`config.mk`:
```
export PLATFORM = sky130hd
export DESIGN_NAME = ex_alu_csr_unit_flat
export DESIGN_NICKNAME = d
export VERILOG_FILES = /design/src/rtl/ex_alu_csr_unit_pkg.sv /design/src/rtl/ex_alu_csr_unit_if.sv /design/src/rtl/ex_alu_csr_unit_csr_regfile.sv /design/src/rtl/ex_alu_csr_unit.sv /design/src/flat_wrapper.sv
export SDC_FILE = /design/constraint.sdc
export NUM_CORES = 1
export LEC_CHECK = 0
export ABC_AREA = 1
export CAP_MARGIN = 20
export CELL_PAD_IN_SITES_DETAIL_PLACEMENT = 0
export CELL_PAD_IN_SITES_GLOBAL_PLACEMENT = 2
export CORE_AREA = 2 2 266 268
export DETAILED_ROUTE_END_ITERATION = 10
export DIE_AREA = 0 0 268 270
export HOLD_SLACK_MARGIN = 0.15
export PLACE_DENSITY = 0.91
export SYNTH_ARGS = -nofsm -noshare
export SYNTH_HDL_FRONTEND = slang
export SYNTH_SLANG_ARGS = --single-unit
export TNS_END_PERCENT = 100
```
`constraint.sdc`:
```
create_clock -name clk -period 8.7 [get_ports clk]
set_input_delay 1.305 -clock clk [delete_from_list [all_inputs] [get_ports clk]]
set_output_delay 1.305 -clock clk [all_outputs]
set_load 0.005 [all_outputs]
```
`src/rtl/ex_alu_csr_unit_pkg.sv`:
```
// Shared constants for the execute-stage ALU/CSR block.
// alu_op classes, alu_ctrl codes, CSR addresses and privilege levels.
package ex_alu_csr_unit_pkg;

   localparam int XLEN = 32;

   localparam logic [2:0] ALU_OP_ADD    = 3'b000;
   localparam logic [2:0] ALU_OP_BRANCH = 3'b001;
   localparam logic [2:0] ALU_OP_RTYPE  = 3'b010;
   localparam logic [2:0] ALU_OP_ITYPE  = 3'b011;

   typedef enum logic [3:0] {
      CTRL_ADD  = 4'd0,
      CTRL_SUB  = 4'd1,
      CTRL_SLL  = 4'd2,
      CTRL_SLT  = 4'd3,
      CTRL_SLTU = 4'd4,
      CTRL_XOR  = 4'd5,
      CTRL_SRL  = 4'd6,
      CTRL_SRA  = 4'd7,
      CTRL_OR   = 4'd8,
      CTRL_AND  = 4'd9,
      CTRL_BEQ  = 4'd10,
      CTRL_BNE  = 4'd11,
      CTRL_BLT  = 4'd12,
      CTRL_BGE  = 4'd13,
      CTRL_BLTU = 4'd14,
      CTRL_BGEU = 4'd15
   } alu_ctrl_e;

   localparam logic [11:0] CSR_MSTATUS = 12'h300;
   localparam logic [11:0] CSR_MTVEC   = 12'h305;
   localparam logic [11:0] CSR_MEPC    = 12'h341;
   localparam logic [11:0] CSR_MCAUSE  = 12'h342;
   localparam logic [11:0] CSR_MTVAL   = 12'h343;
   localparam logic [11:0] CSR_SATP    = 12'h180;
   localparam logic [11:0] CSR_SEPC    = 12'h141;

   localparam logic [1:0] PRIV_M = 2'b11;
   localparam logic [1:0] PRIV_S = 2'b01;
   localparam logic [1:0] PRIV_U = 2'b00;

endpackage

```
`src/rtl/ex_alu_csr_unit_if.sv`:
```
// Signal bundle between the execute stage and the ALU/CSR block.
// master = pipeline side (drives operands and CSR requests), slave = this block.
interface ex_alu_csr_unit_if;
   logic [2:0]  alu_op;
   logic [2:0]  func3_code;
   logic        func7_code;
   logic [31:0] op_a;
   logic [31:0] op_b;
   logic [3:0]  alu_ctrl;
   logic [31:0] alu_o;
   logic        br_mark;
   logic [1:0]  priv_mode;
   logic        csr_w_en;
   logic [11:0] csr_w_addr;
   logic [31:0] csr_w_data;
   logic [11:0] csr_r_addr;
   logic [31:0] csr_r_data;
   logic [31:0] o_mtvec;
   logic [31:0] o_mstatus;
   logic [31:0] o_mepc;
   logic [31:0] o_mtval;
   logic [31:0] o_mcause;
   logic [31:0] o_satp;
   logic [31:0] o_sepc;

   modport master (
      output alu_op, func3_code, func7_code, op_a, op_b,
      output priv_mode, csr_w_en, csr_w_addr, csr_w_data, csr_r_addr,
      input  alu_ctrl, alu_o, br_mark, csr_r_data,
      input  o_mtvec, o_mstatus, o_mepc, o_mtval, o_mcause, o_satp, o_sepc
   );

   modport slave (
      input  alu_op, func3_code, func7_code, op_a, op_b,
      input  priv_mode, csr_w_en, csr_w_addr, csr_w_data, csr_r_addr,
      output alu_ctrl, alu_o, br_mark, csr_r_data,
      output o_mtvec, o_mstatus, o_mepc, o_mtval, o_mcause, o_satp, o_sepc
   );
endinterface

```
`src/rtl/ex_alu_csr_unit_csr_regfile.sv`:
```
// Machine/supervisor CSR file: one synchronous write port, one combinational read port.
// Optional macro CSR_PRIV_CHECK_EN: drop writes whose address privilege (addr[9:8])
// exceeds the current privilege level.
module ex_alu_csr_unit_csr_regfile
   import ex_alu_csr_unit_pkg::*;
(
   input  logic        clk,
   input  logic        rst,
   input  logic [1:0]  priv_mode_i,
   input  logic        w_en_i,
   input  logic [11:0] w_addr_i,
   input  logic [31:0] w_data_i,
   input  logic [11:0] r_addr_i,
   output logic [31:0] r_data_o,
   output logic [31:0] mstatus_o,
   output logic [31:0] mtvec_o,
   output logic [31:0] mepc_o,
   output logic [31:0] mcause_o,
   output logic [31:0] mtval_o,
   output logic [31:0] satp_o,
   output logic [31:0] sepc_o
);

   logic [31:0] mstatus_q, mtvec_q, mepc_q, mcause_q, mtval_q, satp_q, sepc_q;
   logic [31:0] mstatus_d, mtvec_d, mepc_d, mcause_d, mtval_d, satp_d, sepc_d;
   logic        priv_ok;
   logic        we;

`ifdef CSR_PRIV_CHECK_EN
   assign priv_ok = (priv_mode_i >= w_addr_i[9:8]);
`else
   logic unused_priv;
   assign unused_priv = ^priv_mode_i;
   assign priv_ok     = 1'b1;
`endif

   assign we = w_en_i & priv_ok;

   // Write decode: only the addressed, implemented register takes the new data.
   always_comb begin
      mstatus_d = mstatus_q;
      mtvec_d   = mtvec_q;
      mepc_d    = mepc_q;
      mcause_d  = mcause_q;
      mtval_d   = mtval_q;
      satp_d    = satp_q;
      sepc_d    = sepc_q;
      if (we) begin
         case (w_addr_i)
            CSR_MSTATUS: mstatus_d = w_data_i;
            CSR_MTVEC:   mtvec_d   = w_data_i;
            CSR_MEPC:    mepc_d    = w_data_i;
            CSR_MCAUSE:  mcause_d  = w_data_i;
            CSR_MTVAL:   mtval_d   = w_data_i;
            CSR_SATP:    satp_d    = w_data_i;
            CSR_SEPC:    sepc_d    = w_data_i;
            default: ;
         endcase
      end
   end

   // Register update; reset wins over a same-edge write.
   always_ff @(posedge clk) begin
      if (rst) begin
         mstatus_q <= '0;
         mtvec_q   <= '0;
         mepc_q    <= '0;
         mcause_q  <= '0;
         mtval_q   <= '0;
         satp_q    <= '0;
         sepc_q    <= '0;
      end else begin
         mstatus_q <= mstatus_d;
         mtvec_q   <= mtvec_d;
         mepc_q    <= mepc_d;
         mcause_q  <= mcause_d;
         mtval_q   <= mtval_d;
         satp_q    <= satp_d;
         sepc_q    <= sepc_d;
      end
   end

   // Read mux from the registered values, so a same-cycle write reads old data.
   always_comb begin
      r_data_o = '0;
      case (r_addr_i)
         CSR_MSTATUS: r_data_o = mstatus_q;
         CSR_MTVEC:   r_data_o = mtvec_q;
         CSR_MEPC:    r_data_o = mepc_q;
         CSR_MCAUSE:  r_data_o = mcause_q;
         CSR_MTVAL:   r_data_o = mtval_q;
         CSR_SATP:    r_data_o = satp_q;
         CSR_SEPC:    r_data_o = sepc_q;
         default:     r_data_o = '0;
      endcase
   end

   assign mstatus_o = mstatus_q;
   assign mtvec_o   = mtvec_q;
   assign mepc_o    = mepc_q;
   assign mcause_o  = mcause_q;
   assign mtval_o   = mtval_q;
   assign satp_o    = satp_q;
   assign sepc_o    = sepc_q;

endmodule

```
`src/rtl/ex_alu_csr_unit.sv`:
```
// Execute-stage compute block: ALU-control decode, 32-bit ALU with branch flag,
// and the CSR file. ALU path is combinational; only the CSRs hold state.
// Optional macro CSR_PRIV_CHECK_EN (handled in the CSR file) gates writes by privilege.
module ex_alu_csr_unit
   import ex_alu_csr_unit_pkg::*;
#(
   parameter int XLEN = 32
) (
   input logic               clk,
   input logic               rst,
   ex_alu_csr_unit_if.slave  bus
);

   alu_ctrl_e       ctrl;
   logic [XLEN-1:0] alu_res;
   logic [XLEN-1:0] diff;
   logic [4:0]      shamt;
   logic            lt_s;
   logic            lt_u;
   logic            br;

   // Decode the operation class and func fields into one ALU operation.
   always_comb begin
      ctrl = CTRL_ADD;
      case (bus.alu_op)
         ALU_OP_RTYPE, ALU_OP_ITYPE: begin
            case (bus.func3_code)
               3'b000: ctrl = (bus.alu_op == ALU_OP_RTYPE && bus.func7_code) ? CTRL_SUB : CTRL_ADD;
               3'b001: ctrl = CTRL_SLL;
               3'b010: ctrl = CTRL_SLT;
               3'b011: ctrl = CTRL_SLTU;
               3'b100: ctrl = CTRL_XOR;
               3'b101: ctrl = bus.func7_code ? CTRL_SRA : CTRL_SRL;
               3'b110: ctrl = CTRL_OR;
               default: ctrl = CTRL_AND;
            endcase
         end
         ALU_OP_BRANCH: begin
            case (bus.func3_code)
               3'b000: ctrl = CTRL_BEQ;
               3'b001: ctrl = CTRL_BNE;
               3'b100: ctrl = CTRL_BLT;
               3'b101: ctrl = CTRL_BGE;
               3'b110: ctrl = CTRL_BLTU;
               3'b111: ctrl = CTRL_BGEU;
               default: ctrl = CTRL_ADD;
            endcase
         end
         default: ctrl = CTRL_ADD;
      endcase
   end

   assign diff  = bus.op_a - bus.op_b;
   assign shamt = bus.op_b[4:0];
   assign lt_s  = $signed(bus.op_a) < $signed(bus.op_b);
   assign lt_u  = bus.op_a < bus.op_b;

   // ALU result and branch flag; branch codes return the difference as result.
   always_comb begin
      alu_res = '0;
      br      = 1'b0;
      case (ctrl)
         CTRL_ADD:  alu_res = bus.op_a + bus.op_b;
         CTRL_SUB:  alu_res = diff;
         CTRL_SLL:  alu_res = bus.op_a << shamt;
         CTRL_SLT:  alu_res = {{(XLEN-1){1'b0}}, lt_s};
         CTRL_SLTU: alu_res = {{(XLEN-1){1'b0}}, lt_u};
         CTRL_XOR:  alu_res = bus.op_a ^ bus.op_b;
         CTRL_SRL:  alu_res = bus.op_a >> shamt;
         CTRL_SRA:  alu_res = $unsigned($signed(bus.op_a) >>> shamt);
         CTRL_OR:   alu_res = bus.op_a | bus.op_b;
         CTRL_AND:  alu_res = bus.op_a & bus.op_b;
         CTRL_BEQ:  begin alu_res = diff; br = (bus.op_a == bus.op_b); end
         CTRL_BNE:  begin alu_res = diff; br = (bus.op_a != bus.op_b); end
         CTRL_BLT:  begin alu_res = diff; br = lt_s;  end
         CTRL_BGE:  begin alu_res = diff; br = !lt_s; end
         CTRL_BLTU: begin alu_res = diff; br = lt_u;  end
         CTRL_BGEU: begin alu_res = diff; br = !lt_u; end
         default:   alu_res = '0;
      endcase
   end

   assign bus.alu_ctrl = ctrl;
   assign bus.alu_o    = alu_res;
   assign bus.br_mark  = br;

   ex_alu_csr_unit_csr_regfile u_csr (
      .clk         (clk),
      .rst         (rst),
      .priv_mode_i (bus.priv_mode),
      .w_en_i      (bus.csr_w_en),
      .w_addr_i    (bus.csr_w_addr),
      .w_data_i    (bus.csr_w_data),
      .r_addr_i    (bus.csr_r_addr),
      .r_data_o    (bus.csr_r_data),
      .mstatus_o   (bus.o_mstatus),
      .mtvec_o     (bus.o_mtvec),
      .mepc_o      (bus.o_mepc),
      .mcause_o    (bus.o_mcause),
      .mtval_o     (bus.o_mtval),
      .satp_o      (bus.o_satp),
      .sepc_o      (bus.o_sepc)
   );

endmodule

```
`src/flat_wrapper.sv`:
```
// flat-port wrapper written by rule: the top's interface ports become plain ports
module ex_alu_csr_unit_flat import ex_alu_csr_unit_pkg::*;
#(
   parameter int XLEN = 32
)
  (clk, rst, bus_alu_op, bus_func3_code, bus_func7_code, bus_op_a, bus_op_b, bus_priv_mode, bus_csr_w_en, bus_csr_w_addr, bus_csr_w_data, bus_csr_r_addr, bus_alu_ctrl, bus_alu_o, bus_br_mark, bus_csr_r_data, bus_o_mtvec, bus_o_mstatus, bus_o_mepc, bus_o_mtval, bus_o_mcause, bus_o_satp, bus_o_sepc);
  ex_alu_csr_unit_if bus_i ();
  input logic clk;
  input logic rst;
  input wire logic [$bits(bus_i.alu_op)-1:0] bus_alu_op;
  input wire logic [$bits(bus_i.func3_code)-1:0] bus_func3_code;
  input wire logic [$bits(bus_i.func7_code)-1:0] bus_func7_code;
  input wire logic [$bits(bus_i.op_a)-1:0] bus_op_a;
  input wire logic [$bits(bus_i.op_b)-1:0] bus_op_b;
  input wire logic [$bits(bus_i.priv_mode)-1:0] bus_priv_mode;
  input wire logic [$bits(bus_i.csr_w_en)-1:0] bus_csr_w_en;
  input wire logic [$bits(bus_i.csr_w_addr)-1:0] bus_csr_w_addr;
  input wire logic [$bits(bus_i.csr_w_data)-1:0] bus_csr_w_data;
  input wire logic [$bits(bus_i.csr_r_addr)-1:0] bus_csr_r_addr;
  output wire logic [$bits(bus_i.alu_ctrl)-1:0] bus_alu_ctrl;
  output wire logic [$bits(bus_i.alu_o)-1:0] bus_alu_o;
  output wire logic [$bits(bus_i.br_mark)-1:0] bus_br_mark;
  output wire logic [$bits(bus_i.csr_r_data)-1:0] bus_csr_r_data;
  output wire logic [$bits(bus_i.o_mtvec)-1:0] bus_o_mtvec;
  output wire logic [$bits(bus_i.o_mstatus)-1:0] bus_o_mstatus;
  output wire logic [$bits(bus_i.o_mepc)-1:0] bus_o_mepc;
  output wire logic [$bits(bus_i.o_mtval)-1:0] bus_o_mtval;
  output wire logic [$bits(bus_i.o_mcause)-1:0] bus_o_mcause;
  output wire logic [$bits(bus_i.o_satp)-1:0] bus_o_satp;
  output wire logic [$bits(bus_i.o_sepc)-1:0] bus_o_sepc;
  assign bus_i.alu_op = bus_alu_op;
  assign bus_i.func3_code = bus_func3_code;
  assign bus_i.func7_code = bus_func7_code;
  assign bus_i.op_a = bus_op_a;
  assign bus_i.op_b = bus_op_b;
  assign bus_i.priv_mode = bus_priv_mode;
  assign bus_i.csr_w_en = bus_csr_w_en;
  assign bus_i.csr_w_addr = bus_csr_w_addr;
  assign bus_i.csr_w_data = bus_csr_w_data;
  assign bus_i.csr_r_addr = bus_csr_r_addr;
  assign bus_alu_ctrl = bus_i.alu_ctrl;
  assign bus_alu_o = bus_i.alu_o;
  assign bus_br_mark = bus_i.br_mark;
  assign bus_csr_r_data = bus_i.csr_r_data;
  assign bus_o_mtvec = bus_i.o_mtvec;
  assign bus_o_mstatus = bus_i.o_mstatus;
  assign bus_o_mepc = bus_i.o_mepc;
  assign bus_o_mtval = bus_i.o_mtval;
  assign bus_o_mcause = bus_i.o_mcause;
  assign bus_o_satp = bus_i.o_satp;
  assign bus_o_sepc = bus_i.o_sepc;
  ex_alu_csr_unit #(.XLEN(XLEN)) u_core (.clk(clk), .rst(rst), .bus(bus_i));
endmodule
```
Yosys cells after proc, flatten, opt, wreduce, memory -nomap -nowiden --
Cells that the tools add are included.
Cells by class: muxes and demuxes 8, reduce and logical (&&, ||, !) cells 14, bitwise logic cells 3, shift operators 3, equal/unequal tests 41, magnitude comparators 2, $add $sub $neg 2
Operators by type and width (count):
- $pmux 32 s10 | 1
- $pmux 32 s7 | 1
- $eq 12x10->1 const B | 10
- $lt 32x32->1 | 2
- $eq 12x9->1 const B | 4
- $add 32x32->32 | 1
- $and 32x32->32 | 1
- $eq 32x32->1 | 1
- $eq 4x4->1 const B | 8
- $ne 32x32->1 | 1
- $or 32x32->32 | 1
- $shl 32x5->32 | 1
- $shr 32x5->32 | 1
- $sshr 32x5->32 | 1
- $sub 32x32->32 | 1
- $xor 32x32->32 | 1
- $pmux 4 s7 | 1
- $pmux 4 s6 | 1
- $eq 4x3->1 const B | 4
- $reduce_and 2->1 | 7
- $eq 3x2->1 const B | 4
- $eq 3x3->1 const B | 4
- $eq 4x2->1 const B | 2
- $pmux 4 s2 | 1
- other kinds (10) | 13
Word-level totals: register bits after elaboration 224

Depth between registers and ports, before layout --
depth after elaboration 8, mapped depth 20, mapped depth without buffers 17

Modules after synthesis --
A second synthesis with hierarchy kept.
Unflattened totals: cells, all modules 4032, area total of the unflattened synthesis 22052.4 µm²
Modules (own cells, without submodules):
- ex_alu_csr_unit_csr_regfile | cells an instance 1848, area an instance 11497.3 µm², seq. area each 4484.3 µm², instances 1
- ex_alu_csr_unit | cells an instance 2184, area an instance 10555.1 µm², seq. area each 0.0 µm², instances 1

Worst setup path after synthesis --
Ideal clock, no wire load.
kind input port to output port, start point input bus_op_b[3], end point output bus_alu_o[14], path slack 3769 ps, stages 13, arrival 3626 ps, required time 7395 ps, path through clkbuf_1 -> clkinv_1 -> clkbuf_1 -> buf_1 -> ha_1 -> buf_2 -> a21oi_1 -> o21ai_1 -> a21boi_1 -> o21ai_1 -> or2_2 -> nand3_1 -> nand4_1
On the way: longest elaborated chain between the ends 2, elaborated cells on any way between the ends 6, classes of those cells add/sub (2); shift (3); mux (1)
Ends and longest elaborated chain:
- from (decl) | line flat_wrapper.sv:14 | input wire logic [$bits(bus_i.op_b)-1:0] bus_op_b;
- $sub 32x32->32 (tied with other cells) | line ex_alu_csr_unit.sv:53 | assign diff = bus.op_a - bus.op_b;
- $pmux 32 s10 (*) | line ex_alu_csr_unit.sv:62 | case (ctrl)
- to (decl) | line flat_wrapper.sv:21 | output wire logic [$bits(bus_i.alu_o)-1:0] bus_alu_o;
Every way passes the cells marked *; elsewhere a longest branch is shown, timed or not.

Final worst setup path --
start point input bus_op_a[31], end point output bus_br_mark
On the way: longest elaborated chain between the ends 3, elaborated cells on any way between the ends 7, classes of those cells order compare (2); eq/ne (2); mux (1); reduce/logical (2)
Ends and longest elaborated chain:
- from (decl) | line flat_wrapper.sv:13 | input wire logic [$bits(bus_i.op_a)-1:0] bus_op_a;
- $lt 32x32->1 (on tied branches) | line ex_alu_csr_unit.sv:56, ex_alu_csr_unit.sv:55
- $logic_not 1->1 (on tied branches) | line ex_alu_csr_unit.sv:78, ex_alu_csr_unit.sv:76
- $pmux 1 s6 (*) | line ex_alu_csr_unit.sv:62
- to (decl) | line flat_wrapper.sv:22 | output wire logic [$bits(bus_i.br_mark)-1:0] bus_br_mark;
Marked as above.

==> metrics.cfg <==
[run_status]
outcome = complete, no violations

[clock_network]
cts_htree_levels = 1
cts_setup_buffers = 0
holdBufCountCts = 0
cts_resized = 0
clk_latency_ns = 0.55
clk_pin_slew_ns = 0.06
numCtsBuffers = 25
tritoncts = built
cts_buffer_depth = 3
clock-root-buffer = clkbuf_16
cts_sinks = 224

[worst_setup_path]
crit_type = in2out
cp-end-kind = output port
arrival_ns = 5.40
ff2ff_path_depth = 2
cp_cell_sequence = clkdlybuf4s50_1 -> inv_1 -> ha_1 -> inv_1 -> nand3_1 -> nor3_1 -> nand3_1 -> o31ai_1 -> nor2_1 -> nand2_1 -> clkdlybuf4s50_1
required_ns = 7.39
cp_max_fo = 11
start_kind = primary input
cpMaxStageDelayCell = clkdlybuf4s50_1
cpPeakStageDelay_ns = 0.96
reg2reg_to = u_core.u_csr.sepc_o[6]$_SDFFE_PP0P_
worstReg2RegStart = u_core.u_csr.sepc_o[6]$_SDFFE_PP0P_
reg2reg_slack_ns = 7.93

[sta]
finalClockSkew_ns = 0
rsz0062_at_grt = no
hold_viol_final = 0
fmax_mhz = 149
setup_viol_count_final = 0
setup_tns_ns = 0
worst_hold_slack_ns = 0.477
worst_slew_pin_slew_ns = 1.13
finalMaxSlewViolations = 0
max_slew_margin_pct = 24.8
min_period_ns = 6.71
fin_crit_sh_pct = 77.1

[worst_hold_path]
hold_class = reg2reg
hp-start = u_core.u_csr.satp_o[10]$_SDFFE_PP0P_
min_to = u_core.u_csr.satp_o[10]$_SDFFE_PP0P_
hold_depth = 2

[routing]
ant_nets = 0
dr.pass1.iters = 8
wire_per_inst_um = 23.4
wl_mm = 107
drc = 0
vias = 24500
vias_per_cell = 5.33
detail_route.iter0.violations = 2348

[placed_design]
dp.final_hpwl_mm = 81.8
place_congestion = 1.03
port_buffers = 422
dp.cells = 4540
place_area_sq_um = 24800

[layout]
nets = 3858
layout.cells.non_filler = 4590
fin_util_pct = 36.9
fin_area_sq_um = 25700
area_growth_pct = 28.2
layout-drive-gt1-share_pct = 4.06

[yosys]
ys_types = 56
synth_compound_area_share_pct = 17.7
synth_area_per_cell_sq_um = 5.97
synth_edf_count = 0
synth_seq_cells = 224
synthArstFlopShare_pct = 0
netlist_instances = 3350
synth-seq-area-share_pct = 22.4
synth_top_family_by_area = simple AND/OR/NAND/NOR gates
syn-num-nets = 3581
synth_ff_type = dfxtp_1
synthMuxAreaShare_pct = 0
yosys.area_share.simple_pct = 41.1
synth_fa_ha_area_share_pct = 6.26
synth_xor_area_share_pct = 0.744
syn_area_sq_um = 20000
yosys_warnings = 0

[floorplanning]
initial_utilization_pct = 28.8
core.rowCount = 97
die_area_sq_um = 72400
coreArea_sq_um = 69500
die_x_um = 268
die_h_um = 270
io_pins = 425

[global_routing]
grt_pass1_vias = 22900
grt_pass1_wl_mm = 156
grtUsageTotal_pct = 28.7
antenna_found_initial = 13
grt_max_degree = 82
overflow = 0

[pwr]
ir_drop_v = 0.000136
leakage_nw = 10.5
powerDensity_nw_per_um2 = 119

[run]
drv_cap = 0

worst max-delay path, delay by kind of cell:
family	cells	cell delay [ns]
buffers and inverters	4	2.18
adder cells (fa/ha/maj)	1	0.47
AO/OA/AOI/OAI	1	0.28
AND/OR/NAND/NOR	5	1.16
worst max-delay path by stage:
stage                             from            end
after floorplan            bus_op_b[3]  bus_alu_o[14]
after global placement    bus_op_a[31]    bus_br_mark
after detailed placement  bus_op_a[31]    bus_br_mark
after CTS                 bus_op_a[31]    bus_br_mark
after global routing      bus_op_a[31]    bus_br_mark
final                     bus_op_a[31]    bus_br_mark
per-stage QoR:
step	power [mW]	setup WS, ns
final	3.06	1.99
after global routing	3.19	1.92
after CTS	3.05	2.12
after detailed placement	1.96	2.14
after global placement	1.96	2.08
after floorplan	1.57	3.77
state kept, by name, summed over array words and instances (netlist names):
name,cells
u_core.u_csr.mtval_o,32
u_core.u_csr.mtvec_o,32
u_core.u_csr.mcause_o,32
u_core.u_csr.sepc_o,32
u_core.u_csr.satp_o,32
u_core.u_csr.mstatus_o,32
u_core.u_csr.mepc_o,32
layout by cell type (no fill, tap or decap), types with 17 or more instances in the layout:
cell type        count
a211oi_1           224
a21oi_1             92
buf_4               35
clkbuf_16           25
clkdlybuf4s50_1    417
dfxtp_1            224
ha_1                97
inv_1              372
inv_2               17
nand2_1            674
nand3_1            512
nand4_1             63
nor2_1             523
nor3_1              21
o2111ai_1           28
o21ai_0            113
o21ai_1             18
o22ai_1             23
final cells by class:
| cell class | count | area (sq um) |
|---|---|---|
| Tap cell | 940 | 1180 |
| Sequential cell | 224 | 4480 |
| Clock inverter | 7 | 91.3 |
| Timing Repair Buffer | 457 | 4470 |
| Multi-Input combinational cell | 2529 | 13200 |
| Inverter | 390 | 1460 |
| Fill cell | 7666 | 43900 |
| Clock buffer | 36 | 737 |
| Antenna cell | 7 | 17.5 |
power breakdown:
part	internal [mW]	switching (mW)	leakage (nW)
registers	1.03	0.000158	1.80
logic	0.308	0.628	8.34
clock network	0.644	0.457	0.408
Yosys cell counts, types with 13 or more instances:
library cell | instances | area [sq um]
o21ai_0 | 113 | 566
inv_1 | 374 | 1400
nand2_1 | 674 | 2530
dfxtp_1 | 224 | 4480
o2111ai_1 | 28 | 245
o22ai_1 | 23 | 144
xor2_1 | 16 | 140
nor2_1 | 525 | 1970
o21ai_1 | 18 | 90.1
a211oi_1 | 224 | 1680
clkbuf_1 | 126 | 473
nor3_1 | 21 | 105
o211ai_1 | 13 | 97.6
buf_2 | 52 | 260
nand4_1 | 63 | 394
a21oi_1 | 92 | 460
buf_1 | 20 | 75.1
nand3_1 | 513 | 2570
inv_2 | 15 | 56.3
ha_1 | 97 | 1210
metal layers:
metal	GRT usage, %	wire length (um)
met2	45.5	48100
met5	0	79
met1	38.8	46800
met3	5.34	8370
met4	9.54	4070
cells by family after synthesis:
group / Yosys count
AND/OR/NAND/NOR: 1867
buffers and inverters: 597
AO/OA/AOI/OAI: 546
flip-flops: 224
adder cells (fa/ha/maj): 99
XOR/XNOR: 17
No activity file was read; power rests on OpenSTA's default activity.
